### src/rtl/stream_buffer_fifo_ctrl_pkg.sv
// Shared definitions for the stream buffer FIFO controller: default sizes,
// output-buffer depth and the arbiter priority encoding.
package sbuf_pkg;

  localparam int SBUF_ADDR_W     = 11;
  localparam int SBUF_DATA_W     = 16;
  localparam int SBUF_OBUF_DEPTH = 2;

  typedef enum logic {
    PRIO_WR = 1'b0,
    PRIO_RD = 1'b1
  } sbuf_prio_e;

endpackage

### src/rtl/stream_buffer_fifo_ctrl_out_buf2.sv
// Two-entry output buffer that absorbs BRAM read returns and presents the
// oldest word to the consumer. The head register always holds the oldest
// word; the tail register holds the second word when two are buffered.
module sbuf_out_buf2
  import sbuf_pkg::*;
#(
  parameter int DATA_W = SBUF_DATA_W,
  parameter int CNT_W  = $clog2(SBUF_OBUF_DEPTH + 1)
) (
  input  logic              clk,
  input  logic              rst_n,
  input  logic              clear,
  input  logic              push,
  input  logic [DATA_W-1:0] push_data,
  input  logic              pop,
  output logic [CNT_W-1:0]  count,
  output logic [DATA_W-1:0] head_data,
  output logic              head_valid
);

  logic [DATA_W-1:0] head_q;
  logic [DATA_W-1:0] tail_q;
  logic [CNT_W-1:0]  count_q;
  logic              do_pop;

  assign do_pop     = pop && (count_q != '0);
  assign count      = count_q;
  assign head_data  = head_q;
  assign head_valid = (count_q != '0);

  // Shift-style storage: a pop promotes the tail into the head, a push lands
  // in the first free slot, and a simultaneous push/pop is honoured together.
  always_ff @(posedge clk or negedge rst_n) begin
    if (!rst_n) begin
      count_q <= '0;
      head_q  <= '0;
      tail_q  <= '0;
    end else if (clear) begin
      count_q <= '0;
    end else begin
      case (count_q)
        CNT_W'(0): begin
          if (push) begin
            head_q  <= push_data;
            count_q <= CNT_W'(1);
          end
        end
        CNT_W'(1): begin
          if (push && do_pop) begin
            head_q <= push_data;
          end else if (push) begin
            tail_q  <= push_data;
            count_q <= CNT_W'(2);
          end else if (do_pop) begin
            count_q <= CNT_W'(0);
          end
        end
        default: begin
          if (do_pop) begin
            head_q <= tail_q;
            if (push) begin
              tail_q <= push_data;
            end else begin
              count_q <= CNT_W'(1);
            end
          end
        end
      endcase
    end
  end

endmodule

### src/rtl/stream_buffer_fifo_ctrl.sv
// Valid/ready FIFO controller around the single-port stream buffer BRAM.
// Owns write/read pointers and BRAM occupancy, arbitrates the one BRAM port
// between producer writes and consumer-driven reads, and hides the 1-cycle
// read latency behind a 2-entry output buffer.
// Optional feature: define SBUF_FLUSH_EN to add the synchronous flush_in port.
module stream_buffer_fifo_ctrl
  import sbuf_pkg::*;
#(
  parameter int ADDR_W = SBUF_ADDR_W,
  parameter int DATA_W = SBUF_DATA_W
) (
  input  logic              clk,
  input  logic              rst_n,
`ifdef SBUF_FLUSH_EN
  input  logic              flush_in,
`endif
  input  logic [DATA_W-1:0] s_data_in,
  input  logic              s_valid_in,
  output logic              s_ready_out,
  output logic [DATA_W-1:0] m_data_out,
  output logic              m_valid_out,
  input  logic              m_ready_in,
  output logic [ADDR_W:0]   level_out,
  output logic [15:0]       bram_wr_addr_out,
  output logic [15:0]       bram_wr_data_out,
  output logic              bram_wr_en_out,
  output logic [15:0]       bram_rd_addr_out,
  output logic              bram_rd_en_out,
  input  logic [15:0]       bram_rd_data_in,
  input  logic              bram_rd_valid_in
);

  localparam int OBUF_CNT_W = $clog2(SBUF_OBUF_DEPTH + 1);

  sbuf_prio_e            state_q;
  sbuf_prio_e            state_next;
  logic [ADDR_W-1:0]     wp_q;
  logic [ADDR_W-1:0]     rp_q;
  logic [ADDR_W:0]       level_q;
  logic                  inflight_q;
  logic                  full;
  logic                  rd_want;
  logic                  wr_fire;
  logic                  rd_fire;
  logic                  flush;
  logic                  obuf_push;
  logic                  obuf_pop;
  logic [OBUF_CNT_W-1:0] obuf_count;

`ifdef SBUF_FLUSH_EN
  assign flush = flush_in;
`else
  assign flush = 1'b0;
`endif

  // Level never exceeds the depth, so its top bit alone marks a full BRAM.
  assign full    = level_q[ADDR_W];
  assign rd_want = (level_q != '0) &&
                   ((int'(obuf_count) + int'(inflight_q)) < SBUF_OBUF_DEPTH);

  // Arbiter state register.
  always_ff @(posedge clk or negedge rst_n) begin
    if (!rst_n) begin
      state_q <= PRIO_WR;
    end else begin
      state_q <= state_next;
    end
  end

  // Priority flips to the other side after each fire so both sides share the port.
  always_comb begin
    state_next = state_q;
    if (flush) begin
      state_next = PRIO_WR;
    end else if (wr_fire) begin
      state_next = PRIO_RD;
    end else if (rd_fire) begin
      state_next = PRIO_WR;
    end
  end

  // Handshake and port-issue decisions; at most one BRAM operation per cycle.
  always_comb begin
    s_ready_out    = !flush && !full && (!rd_want || (state_q == PRIO_WR));
    wr_fire        = s_valid_in && s_ready_out;
    rd_fire        = !flush && rd_want && !wr_fire;
    bram_wr_en_out = wr_fire;
    bram_rd_en_out = rd_fire;
  end

  assign bram_wr_addr_out = 16'(wp_q);
  assign bram_rd_addr_out = 16'(rp_q);
  assign bram_wr_data_out = 16'(s_data_in);
  assign level_out        = level_q;

  // Pointers, occupancy and the single outstanding-read flag.
  always_ff @(posedge clk or negedge rst_n) begin
    if (!rst_n) begin
      wp_q       <= '0;
      rp_q       <= '0;
      level_q    <= '0;
      inflight_q <= 1'b0;
    end else if (flush) begin
      wp_q       <= '0;
      rp_q       <= '0;
      level_q    <= '0;
      inflight_q <= 1'b0;
    end else begin
      if (wr_fire) begin
        wp_q <= wp_q + ADDR_W'(1);
      end
      if (rd_fire) begin
        rp_q <= rp_q + ADDR_W'(1);
      end
      if (wr_fire && !rd_fire) begin
        level_q <= level_q + (ADDR_W+1)'(1);
      end else if (rd_fire && !wr_fire) begin
        level_q <= level_q - (ADDR_W+1)'(1);
      end
      if (rd_fire) begin
        inflight_q <= 1'b1;
      end else if (bram_rd_valid_in) begin
        inflight_q <= 1'b0;
      end
    end
  end

  // Returns that no longer have an outstanding read (after reset or flush) are dropped.
  assign obuf_push = bram_rd_valid_in && inflight_q && !flush;
  assign obuf_pop  = m_valid_out && m_ready_in;

  sbuf_out_buf2 #(
    .DATA_W (DATA_W),
    .CNT_W  (OBUF_CNT_W)
  ) u_out_buf (
    .clk        (clk),
    .rst_n      (rst_n),
    .clear      (flush),
    .push       (obuf_push),
    .push_data  (DATA_W'(bram_rd_data_in)),
    .pop        (obuf_pop),
    .count      (obuf_count),
    .head_data  (m_data_out),
    .head_valid (m_valid_out)
  );

endmodule

### config.mk
export PLATFORM = sky130hd
export DESIGN_NAME = stream_buffer_fifo_ctrl
export DESIGN_NICKNAME = d
export VERILOG_FILES = /design/src/rtl/stream_buffer_fifo_ctrl_pkg.sv /design/src/rtl/stream_buffer_fifo_ctrl_out_buf2.sv /design/src/rtl/stream_buffer_fifo_ctrl.sv
export SDC_FILE = /design/constraint.sdc
export NUM_CORES = 1
export LEC_CHECK = 0
export CAP_MARGIN = 30
export CORE_ASPECT_RATIO = 1.1
export CORE_MARGIN = 2
export CORE_UTILIZATION = 59
export CTS_BUF_LIST = sky130_fd_sc_hd__clkbuf_8
export CTS_CLUSTER_SIZE = 40
export DETAILED_ROUTE_END_ITERATION = 7
export DONT_BUFFER_PORTS = 1
export PLACE_DENSITY = 0.72
export SYNTH_ARGS = -nofsm -noshare
export SYNTH_HDL_FRONTEND = slang
export SYNTH_SLANG_ARGS = --single-unit
### constraint.sdc
create_clock -name clk -period 7.56 [get_ports clk]
set_clock_uncertainty 0.2 [all_clocks]
set_input_delay 1.134 -clock clk [delete_from_list [all_inputs] [get_ports clk]]
set_output_delay 1.134 -clock clk [all_outputs]
set_load 0.05 [all_outputs]
==> metrics.txt <==
die width 78.2 um; setup TNS 0 ns; global-route wire length before repair 10.6 mm; Slew Limit Fails 0; status finished, final reports clean; Layout area overhead 3.09%; Detailed Route WL 6.38 mm; vias 2270; Max Buffers Root-to-Sink 2; post-DP HPWL 4.57 mm; DRC 0; ANT nets after route 0; gpl congestion 0.867; core footprint 5810 um2; sequential-to-total area share from yosys stat 49.1%; layout cells sized above 1 12.1%; pin count of the biggest net entering global routing 71; port bufs 0; FP Rows 29; Startpoint Class flip-flop; CTS tree done; Post-synth EDFFs 0; die area 6690 um2; root buf cell clkbuf_8; worst-margin pin slew 0.659 ns; Iter 0 DRT Violations 110; grt ovf 0; postcts setup bufs 0; delay-heaviest family, CP compound AO/OA/AOI/OAI gates; setup slack, reg-to-reg 3.64 ns; CTS H-tree depth 3; CP Cell Sequence or4_1, o31a_1, a21o_1, inv_1; worst flop-to-flop path startpoint level_out[0]; GRT Total Usage 20.5%; clock latency on the worst-skew pair 0.34 ns; synth cell count leaders dfrtp_1 (70), a21oi_1 (29), nand2_1 (28), buf_4 (26), nor2_1 (24); Top Ports 117; Critical Path Fanout Max 19; CP bufs+invs 1; DR WL/cell 15.7 um; slew margin rel. 56.1%; Synth async-reset ratio 100%; post_cts resized 0; ranking of synthesized cells by area dfrtp_1 (49%), buf_4 (5.5%), mux2_2 (5.4%), xnor2_1 (4.7%), mux2i_1 (4.5%); post-synthesis cell type count 37; Setup CP Type reg -> out; Clock Sinks 70; Gate Count Post-Synth 336; worst hold path class in -> async; vias in the first global route 2218; initial antenna violation count 0; most frequent cell after synthesis dfrtp_1; CP max stage delay 0.67 ns; Critical Path RT 6.23 ns; number of max-cap violations 0; drt first pass iters 4; CP endpoint kind output port; mapped cell area 3570 um2; Setup-failing EPs final 0; cts bufs inserted 9; Hold Fails Final Rpt 0; minimum clock period 4.34 ns; unrepaired setup endpoints after global routing false; cell taking the most area after synthesis dfrtp_1; fill cell count 488; vias per cell 5.58; RR Endpoint level_out[9]; Worst Path Arrival 3.01 ns; die height 85.6 um; Crit-path slowest cell or4_1; ANT cells 0; CTS Hold Bufs 0; nets@finish 376; Starting Density 61.5%; Max Fclk 230 MHz; Clk pin slew, worst setup/hold paths 0.07 ns; flops & latches, synth 70; R2R cell count 9; count of warnings emitted by yosys 0; Mean Syn Cell Area 10.6 um2; Yosys top cell area share 49.1%; Main synth FF type dfrtp_1; crit share post-route 57.5%
[registers in the layout (all words and copies together), names as in the netlist]
signal	count
u_out_buf.head_data	16
u_out_buf.tail_q	16
level_out	12
rp_q	11
wp_q	11
u_out_buf.count	2
inflight_q	1
state_q	1
[layout make-up]
class,count,area (um2),area share [%]
Clock buffer,9,124,3.37
Clock inverter,6,31.3,0.850
Inverter,5,18.8,0.510
Multi-Input combinational cell,235,1600,43.5
Sequential cell,70,1750,47.6
Tap cell,77,96.3,2.62
Timing Repair Buffer,5,57.6,1.56
[per-stage QoR]
stage	cells	instance area [um2]	setup slack, ns	util, %	hold slack [ns]
2_1_floorplan	345	3600	3.86	-	0.280
3_3_place_gp	390	3490	3.61	60.1	0.288
3_5_place_dp	392	3520	3.57	60.7	0.295
4_1_cts	407	3680	3.19	63.4	0.267
5_1_grt	407	3680	3.09	63.4	0.256
6_report	407	3680	3.22	63.4	0.284
[logic make-up after synthesis]
group	after synthesis	share of synthesized area [%]
adders and majority gates	13	4.77
other	1	0.105
muxes	33	9.85
DFF	70	49.1
and+or+nand+nor	88	11.6
xor gates and xnor gates	31	7.61
AOI/OAI and AO/OA	60	9.85
buffers and inverters	40	7.15
[worst max path at each step]
stage,startpoint,to,slack [ns],depth (start not counted)
2_1_floorplan,level_out[0],s_ready_out,3.86,3
3_3_place_gp,level_out[0],bram_wr_en_out,3.61,4
3_5_place_dp,level_out[0],bram_wr_en_out,3.57,4
4_1_cts,level_out[0],bram_wr_en_out,3.19,4
5_1_grt,level_out[0],bram_wr_en_out,3.09,4
6_report,level_out[0],bram_wr_en_out,3.22,4
[cell usage in the layout (no fill, tap or decap), types with 2 or more instances in the layout]
cell type	instances
a21o_1	6
a21oi_1	28
and3_1	2
and4_1	2
buf_4	4
clkbuf_8	9
clkinv_2	4
conb_1	10
dfrtp_1	70
ha_1	12
inv_1	6
mux2_2	17
mux2i_1	16
nand2_1	28
nand2b_1	2
nand3_1	9
nand4_1	6
nor2_1	24
nor3_1	4
nor4_1	2
o211ai_1	3
o21ai_0	13
o31a_1	2
o31ai_1	2
or2_2	3
or3_1	2
or4_1	3
xnor2_1	19
xor2_1	12
[layer usage]
layer	GRT usage (%)	part of all wire, %
met2	32.9	47
met3	8.00	7.2
met5	0	0
met4	8.77	1.7
met1	24.9	44
[worst reg2reg max path, stage by stage (launching register included)]
cell	delay [ns]
dfrtp_1	0.62
or4_1	0.67
o31a_1	0.38
a21o_1	0.44
ha_1	0.41
a211oi_1	0.34
o211ai_1	0.20
a41oi_1	0.28
xor2_1	0.17
o21ai_0	0.09
Power is not shown: default switching activity piles up to over one toggle a cycle in this logic, so the estimate is an artifact.
